===== src/rtl/conf_pkg.sv =====
// Shared definitions for the shadowed configuration register file:
// default geometry, well-known register indices and the commit FSM states.
package conf_pkg;

  localparam int CONF_DATA_W   = 32;
  localparam int CONF_NUM_REGS = 32;
  localparam int CONF_ADDR_W   = 32;

  // Register indices consumed by the datapath
  localparam int IDX_MEMORY_POINTER_FC        = 0;
  localparam int IDX_FIRST_INDEX_FC_LOG       = 1;
  localparam int IDX_EXECUTION_FRAME_BY_FRAME = 2;

  typedef enum logic [1:0] {
    ST_IDLE = 2'd0,
    ST_WAIT = 2'd1,
    ST_COPY = 2'd2
  } commit_state_e;

endpackage


===== src/rtl/conf_commit_fsm.sv =====
// Commit sequencer: holds a shadow->active copy request until the engine is
// idle, then issues a single-cycle copy enable. All outputs are registered.
module conf_commit_fsm
  import conf_pkg::*;
(
  input  logic clk,
  input  logic reset,
  input  logic i_commit_req,
  input  logic i_engine_busy,
  output logic o_copy_en,
  output logic o_commit_pending,
  output logic o_commit_done
);

  commit_state_e r_state;
  logic          r_copy_en;
  logic          r_commit_pending;
  logic          r_commit_done;

  // State transitions and registered outputs; requests in WAIT/COPY are absorbed
  always_ff @(posedge clk or negedge reset) begin
    if (!reset) begin
      r_state          <= ST_IDLE;
      r_copy_en        <= 1'b0;
      r_commit_pending <= 1'b0;
      r_commit_done    <= 1'b0;
    end else begin
      case (r_state)
        ST_IDLE: begin
          r_commit_done <= 1'b0;
          if (i_commit_req && i_engine_busy) begin
            r_state          <= ST_WAIT;
            r_copy_en        <= 1'b0;
            r_commit_pending <= 1'b1;
          end else if (i_commit_req) begin
            r_state          <= ST_COPY;
            r_copy_en        <= 1'b1;
            r_commit_pending <= 1'b0;
          end else begin
            r_state          <= ST_IDLE;
            r_copy_en        <= 1'b0;
            r_commit_pending <= 1'b0;
          end
        end
        ST_WAIT: begin
          r_commit_done <= 1'b0;
          if (!i_engine_busy) begin
            r_state          <= ST_COPY;
            r_copy_en        <= 1'b1;
            r_commit_pending <= 1'b0;
          end else begin
            r_state          <= ST_WAIT;
            r_copy_en        <= 1'b0;
            r_commit_pending <= 1'b1;
          end
        end
        ST_COPY: begin
          // Active bank loads on this edge, so done rises with the new values
          r_state          <= ST_IDLE;
          r_copy_en        <= 1'b0;
          r_commit_pending <= 1'b0;
          r_commit_done    <= 1'b1;
        end
        default: begin
          r_state          <= ST_IDLE;
          r_copy_en        <= 1'b0;
          r_commit_pending <= 1'b0;
          r_commit_done    <= 1'b0;
        end
      endcase
    end
  end

  assign o_copy_en        = r_copy_en;
  assign o_commit_pending = r_commit_pending;
  assign o_commit_done    = r_commit_done;

endmodule


===== src/rtl/conf_regfile_shadowed.sv =====
// Shadowed configuration register file: host writes land in a shadow bank,
// a commit copies the whole shadow bank into the active bank while the
// engine is idle. Provides read-back of either bank, range checking and
// dirty/pending status.
module conf_regfile_shadowed
  import conf_pkg::*;
#(
  parameter  int DATA_W   = CONF_DATA_W,
  parameter  int NUM_REGS = CONF_NUM_REGS,
  parameter  int ADDR_W   = CONF_ADDR_W,
  localparam int IDX_W    = $clog2(NUM_REGS)
) (
  input  logic                       clk,
  input  logic                       reset,
  input  logic                       wr_en_ext,
  input  logic [ADDR_W-1:0]          wr_addr_ext,
  input  logic [DATA_W-1:0]          wr_data_ext,
  input  logic                       rd_en,
  input  logic [ADDR_W-1:0]          rd_addr,
  input  logic                       rd_bank,
  output logic [DATA_W-1:0]          rd_data,
  output logic                       rd_valid,
  input  logic                       commit_req,
  input  logic                       engine_busy,
  output logic                       commit_pending,
  output logic                       commit_done,
  output logic                       dirty,
  output logic                       addr_err,
  input  logic                       err_clr,
  output logic [NUM_REGS*DATA_W-1:0] active_regs
);

  // Range limit at full address width so high address bits cannot alias
  localparam logic [ADDR_W-1:0] NUM_REGS_A = ADDR_W'(NUM_REGS);

  logic [DATA_W-1:0] r_shadow [NUM_REGS];
  logic [DATA_W-1:0] r_active [NUM_REGS];
  logic [DATA_W-1:0] r_rd_data;
  logic              r_rd_valid;
  logic              r_dirty;
  logic              r_addr_err;

  logic              w_wr_ok;
  logic              w_rd_ok;
  logic              w_wr_hit;
  logic              w_err_new;
  logic              w_copy_en;
  logic [IDX_W-1:0]  w_wr_idx;
  logic [IDX_W-1:0]  w_rd_idx;
  logic [DATA_W-1:0] w_rd_word;

  assign w_wr_ok   = (wr_addr_ext < NUM_REGS_A);
  assign w_rd_ok   = (rd_addr < NUM_REGS_A);
  assign w_wr_hit  = wr_en_ext & w_wr_ok;
  assign w_err_new = (wr_en_ext & ~w_wr_ok) | (rd_en & ~w_rd_ok);
  assign w_wr_idx  = wr_addr_ext[IDX_W-1:0];
  assign w_rd_idx  = rd_addr[IDX_W-1:0];

  conf_commit_fsm u_commit_fsm (
    .clk              (clk),
    .reset            (reset),
    .i_commit_req     (commit_req),
    .i_engine_busy    (engine_busy),
    .o_copy_en        (w_copy_en),
    .o_commit_pending (commit_pending),
    .o_commit_done    (commit_done)
  );

  // Shadow bank: host writes, out-of-range writes are dropped
  always_ff @(posedge clk or negedge reset) begin
    if (!reset) begin
      for (int i = 0; i < NUM_REGS; i++) begin
        r_shadow[i] <= {DATA_W{1'b0}};
      end
    end else if (w_wr_hit) begin
      r_shadow[w_wr_idx] <= wr_data_ext;
    end
  end

  // Active bank: whole-bank copy from the pre-edge shadow contents
  always_ff @(posedge clk or negedge reset) begin
    if (!reset) begin
      for (int i = 0; i < NUM_REGS; i++) begin
        r_active[i] <= {DATA_W{1'b0}};
      end
    end else if (w_copy_en) begin
      for (int i = 0; i < NUM_REGS; i++) begin
        r_active[i] <= r_shadow[i];
      end
    end
  end

  // Dirty: a write always wins, so a write in the copy cycle keeps it set
  always_ff @(posedge clk or negedge reset) begin
    if (!reset) begin
      r_dirty <= 1'b0;
    end else if (w_wr_hit) begin
      r_dirty <= 1'b1;
    end else if (w_copy_en) begin
      r_dirty <= 1'b0;
    end
  end

  // Read-back source selection; out-of-range reads return zero
  always_comb begin
    w_rd_word = {DATA_W{1'b0}};
    if (!w_rd_ok) begin
      w_rd_word = {DATA_W{1'b0}};
    end else if (rd_bank) begin
      w_rd_word = r_active[w_rd_idx];
    end else begin
      w_rd_word = r_shadow[w_rd_idx];
    end
  end

  // Registered read-back; data holds when no read is requested
  always_ff @(posedge clk or negedge reset) begin
    if (!reset) begin
      r_rd_data  <= {DATA_W{1'b0}};
      r_rd_valid <= 1'b0;
    end else if (rd_en) begin
      r_rd_data  <= w_rd_word;
      r_rd_valid <= 1'b1;
    end else begin
      r_rd_valid <= 1'b0;
    end
  end

  // Sticky address error; a new error beats a simultaneous clear
  always_ff @(posedge clk or negedge reset) begin
    if (!reset) begin
      r_addr_err <= 1'b0;
    end else if (w_err_new) begin
      r_addr_err <= 1'b1;
    end else if (err_clr) begin
      r_addr_err <= 1'b0;
    end
  end

  assign rd_data  = r_rd_data;
  assign rd_valid = r_rd_valid;
  assign dirty    = r_dirty;
  assign addr_err = r_addr_err;

  for (genvar g = 0; g < NUM_REGS; g++) begin : g_flat
    assign active_regs[g*DATA_W +: DATA_W] = r_active[g];
  end

endmodule


===== config.mk =====
export PLATFORM = sky130hd
export DESIGN_NAME = conf_regfile_shadowed
export DESIGN_NICKNAME = d
export VERILOG_FILES = /design/src/rtl/conf_pkg.sv /design/src/rtl/conf_commit_fsm.sv /design/src/rtl/conf_regfile_shadowed.sv
export SDC_FILE = /design/constraint.sdc
export NUM_CORES = 2
export LEC_CHECK = 0
export CAP_MARGIN = 20
export CORE_ASPECT_RATIO = 1.5
export CORE_MARGIN = 2
export CORE_UTILIZATION = 27
export DETAILED_ROUTE_END_ITERATION = 8
export SYNTH_ARGS = -nofsm -noshare
export SYNTH_HDL_FRONTEND = slang
export SYNTH_SLANG_ARGS = --single-unit

===== constraint.sdc =====
create_clock -name clk -period 3.6 [get_ports clk]
set_input_delay 0.72 -clock clk [delete_from_list [all_inputs] [get_ports clk]]
set_output_delay 0.72 -clock clk [all_outputs]
set_load 0.03 [all_outputs]

-- Word level (Yosys, flattened, before mapping)
Index checks and enable logic that the tools add are counted.
W data, S select, Z words.
- bits in registers: 2088
- word-level logic and storage cells: 120
- order comparisons: 5
- equal/unequal tests: 2
- multiplexer cells: 28
- bitwise gates (word level): 8
- reductions and logical operators: 5
- operators with widths (operator ; count):
    $bwmux W1024 ; 1
    $bmux W32 S5 ; 2
    $mux W32 ; 7
    $demux W32 S5 ; 1
    $lt A32 B6 Y1 const B ; 2
    $ge A6 B6 Y1 const B ; 2
    $not A5 Y6 ; 2
    $mux W1 ; 11
    $lt A6 B1 Y1 const B ; 1
    $mux W2 ; 3
    $pmux W1 S2 ; 2
    $pmux W2 S2 ; 1
    $reduce_bool A2 Y1 ; 2
    $and A1 B1 Y1 ; 3
    $eq A2 B1 Y1 const B ; 1
    $eq A2 B2 Y1 const B ; 1
    $logic_and A1 B1 Y1 ; 2
    $logic_not A2 Y1 ; 1
    $not A1 Y1 ; 2
    $or A1 B1 Y1 ; 1

-- Logic depth before layout (Yosys ltp)
- depth in word-level cells: 6
- mapped depth: 12

-- Cells and area by module
A second synthesis with hierarchy kept.
- cells, all modules: 5994
- area total of the unflattened synthesis: 94762.1 sq um
- by module, submodules not included (module ; times used ; cells an instance ; area an instance (sq um) ; sequential area each (sq um)):
    conf_regfile_shadowed ; 1 ; 5987 ; 94657.0 ; 52125.0
    conf_commit_fsm ; 1 ; 7 ; 105.1 ; 75.1

-- Worst setup path before layout
OpenSTA, ideal clock, no wires.
- path kind: input to register
- from: in rd_addr[3]
- to: reg r_rd_data[31], in the netlist rd_data[31]
- library setup time: 129 ps
- arrival time: 2671 ps
- data required time: 3471 ps
- path slack: 801 ps
- cell stages on the path: 8
- path buffers: 4
- cell sequence: buf_4 buf_2 buf_2 buf_1 mux4_2 mux4_2 o211ai_1 nand3_1
- longest elaborated chain between the ends: 6
- elaborated cells on any way between the ends: 10
- ends and longest elaborated chain (element ; RTL line ; source):
    start: declaration ; conf_regfile_shadowed.sv:19 ; input logic [ADDR_W-1:0] rd_addr,
    $not A5 Y6 (implied by the code) ; conf_regfile_shadowed.sv:110, conf_regfile_shadowed.sv:112 ;
    $bmux W32 S5 (on tied branches) ; conf_regfile_shadowed.sv:112, conf_regfile_shadowed.sv:110 ;
    $mux W32 (on tied branches) (2 in a row) ; conf_regfile_shadowed.sv:112, conf_regfile_shadowed.sv:110 ;
    $mux W32 ; conf_regfile_shadowed.sv:109 ; end else if (rd_bank) begin
    $mux W32 * ; conf_regfile_shadowed.sv:107 ; if (!w_rd_ok) begin
    end signal: assignment ; conf_regfile_shadowed.sv:119 ; r_rd_data <= {DATA_W{1'b0}};
    end signal: assignment ; conf_regfile_shadowed.sv:122 ; r_rd_data <= w_rd_word;
    end: declaration ; conf_regfile_shadowed.sv:38 ; logic [DATA_W-1:0] r_rd_data;
Mark *: on every way between the ends. The rest lies on a longest branch, timed or not. The select of a mux whose other input is x is not followed.
A chain may end at the register's enable or synchronous reset.

-- Final worst setup path
- from: in rd_addr[3]
- to: reg r_rd_data[1], in the netlist rd_data[1]
Same word-level chain as after synthesis.

==> reports/metrics.csv <==
stage,metric,value,unit
clock_tree,Max H-tree Level,4,
worst_setup_path,R2R Path End,rd_data[1],
worst_setup_path,crit-path cells,buf_8 > buf_12 > mux4_2 > nor2b_1 > a2111oi_1 > buf_4 > a2111oi_0 > a211o_1,
global_route,vias in the first global route,64865,
yosys,async set-reset flop share out of synthesis,100,%
yosys,#FFs+latches synth,2086,
die,Core ar.,0.347,mm²
timing,Setup TNS Final,0,ps
global_route,first-pass GRT wire length,573,mm
clock_tree,"CTS clk-pin slew, worst paths",60,ps
worst_hold_path,Worst Hold Class,input port to flip-flop,
worst_hold_path,hold endpoint,u_commit_fsm.r_state[0],
die,Placement Rows,265,
detailed_routing,DR WL/cell,35.3,µm
detailed_routing,DR vias,62049,
worst_setup_path,kind of critical path,input port to flip-flop,
die,Ports,1165,
timing,"Hold Vio Cnt, Final",0,
yosys,number of synthesized flops with an enable pin,0,
yosys,top_reg_cell synth,dfrtp_1,
global_route,grt total ovfl,0,
detailed_routing,drt drc,0,
worst_hold_path,WHS Path Cells,3,
detailed_routing,post-detailed-routing wire length,422,mm
worst_setup_path,R2R Path Start,active_regs[321],
timing,RSZ-0062 raised after global routing,no,
yosys,Syn Nets,5963,
clock_tree,clock tree sinks,2086,
power_and_ir_drop,P per Cell Area,415,mW/mm²
timing,fin crit period,3110,ps
die,Initial Util,27.1,%
clock_tree,Clock Path Buffers,4,
clock_tree,Root Buffer,clkbuf_16,
global_route,largest net degree at the start of global routing,109,
place,gpl congestion,0.895,
timing,Peak Freq,322,MHz
timing,Clock Skew,41.9,ps
yosys,Mapped Area,0.0939,mm²
worst_setup_path,CP max-delay cell,a2111oi_1,
global_route,initial antenna violation count,51,
final_layout,most frequent cells in the layout,"2085 x dfrtp_1, 2062 x mux2_2, 1145 x clkdlybuf4s50_1",
worst_setup_path,Max stage delay on crit path,1140,ps
worst_setup_path,WP data arrival,3890,ps
run,maxcap violations,0,
final_layout,Final nets,7313,
worst_setup_path,Required @ worst endpoint,4380,ps
final_layout,post-layout util,35.2,%
detailed_routing,Via density,5.20,
place,Placed Cells,11526,
clock_tree,TritonCTS clock tree,built,
worst_setup_path,worst reg-to-reg path cell count,6,
power_and_ir_drop,maximum VDD drop,0.353,mV
worst_hold_path,Hold Crit Start,engine_busy,
yosys,Netlist cell types,47,
die,Horiz. Die Dim,486,µm
detailed_routing,DRT iter0 DRCs,4596,
timing,Tightest Pin Transition,1320,ps
clock_tree,TritonCTS Buffers,219,
yosys,Ys Warns,0,
clock_tree,post-CTS sizing,0,
worst_setup_path,CP endpoint kind,flip-flop,
yosys,post-synthesis instance total,5859,
timing,max-slew violations,0,
final_layout,Finished Layout Cells,11936,
worst_setup_path,Reg2Reg Setup Slack,600,ps
final_layout,share of layout cells above drive strength 1,46.9,%
yosys,register area share after synthesis,55.6,%
global_route,total track usage,23.4,%
die,DIE AREA,0.353,mm²
timing,fin crit share,86.3,%
place,HPWL after detailed placement,319,mm
clock_tree,Clock Latency Late Sink,920,ps
detailed_routing,Routed Antenna Nets,0,
final_layout,"commonest non-fill, non-tap cell in the layout",dfrtp_1,
yosys,Mean Syn Cell Area,16.0,µm²
place,Port Buf Inserts,1164,
worst_setup_path,worst-path maximum fanout,28,
timing,Slew HR,11.5,%
worst_setup_path,critical path launch point type,input port,
power_and_ir_drop,Leak,55.9,nW
timing,final setup violation count,0,
final_layout,Area Growth Syn to Fin,30.0,%
die,Chip Height,726,µm
detailed_routing,DR pass1 iterations,5,
outcome,status,"finished, final reports clean",
==> logic make-up (layout without fill, tap and decap cells) <==
group                  Yosys count  count (layout)  share of synthesized area (%)
AO/OA/AOI/OAI                  220             220                           1.70
buffers and inverters          501            2022                           2.49
flip-flops                    2086            2086                           55.6
multiplexers                  2735            2735                           38.7
other                            0              17                              0
AND/OR/NAND/NOR                317             317                           1.58
==> where the power goes <==
part           internal (mW)  switching [mW]
Clock                   13.9            10.2
Sequential              23.4          0.0243
Combinational           1.01            2.04
Total                   38.4            12.3
==> cell usage after synthesis (all sizes together) (22+ instances only) <==
master / number / area share (%)
dfrtp: 2086 / 56
mux2: 2062 / 25
mux4: 508 / 12
clkbuf: 272 / 1.1
buf: 221 / 1.4
mux2i: 165 / 1.8
nand2: 120 / 0.48
nor2: 55 / 0.22
nand3: 47 / 0.25
nor2b: 44 / 0.29
a22oi: 36 / 0.29
a21oi: 34 / 0.18
o21ai: 22 / 0.12
==> stage by stage <==
stage / power [mW] / hold slack, ps / setup WS (ps) / instance area [µm²]
after floorplan: 25.3 / 424 / 801 / 93900
after global placement: 27.0 / 443 / -276 / 115000
after detailed placement: 27.0 / 465 / -241 / 115000
after CTS: 51.2 / 307 / 438 / 122000
after global routing: 52.1 / 361 / 452 / 122000
final: 50.6 / 384 / 494 / 122000
==> worst max-delay path: cells and delay by family <==
| family | cells | cell delay, ps |
|---|---|---|
| buffers and inverters | 3 | 940 |
| muxes | 1 | 360 |
| AOI/OAI and AO/OA | 3 | 1540 |
| and+or+nand+nor | 1 | 150 |
==> how the worst max path moves through the flow <==
stage,slack (ps),cells after the start,endpoint,startpoint
floorplan,800,8,rd_data[31],rd_addr[3]
global placement,-280,11,r_shadow[758],wr_addr_ext[9]
detailed placement,-240,11,r_shadow[742],wr_addr_ext[9]
CTS,440,1,active_regs[166],active_regs[166]
global route,450,1,active_regs[166],active_regs[166]
finish,490,8,rd_data[1],rd_addr[3]
==> final cells by class <==
cell class	count	area (µm²)
Tap cell	4539	5680
Sequential cell	2086	52200
Timing Repair Buffer	1622	16900
Multi-Input combinational cell	3272	39700
Antenna cell	17	42.5
Clock buffer	301	6250
Inverter	8	36.3
Clock inverter	91	1240
Fill cell	33187	225000
==> per-layer routing <==
| layer | vias to the layer above | part of all wire [%] | track usage [%] |
|---|---|---|---|
| met1 | 33912 | 40 | 29.3 |
| met4 | 8 | 7.2 | 14.1 |
| met5 | - | 0.011 | 0 |
| met2 | 2642 | 45 | 36.2 |
| li1 | 24676 | - | - |
| met3 | 811 | 7.3 | 6.24 |
==> what timing repair did <==
item                                   4_1_cts  5_1_grt
endpoints found under the hold margin       50        0
hold buffers                                 1        0
buffers inserted                             0        0
==> state kept, by name (all words and copies together), names as in the netlist <==
signal / flops
active_regs: 1024
addr_err: 1
dirty: 1
r_shadow: 1024
rd_data: 32
rd_valid: 1
u_commit_fsm.o_commit_done: 1
u_commit_fsm.o_copy_en: 1
u_commit_fsm.r_state: 1
Power figures use the tool's default switching activity.
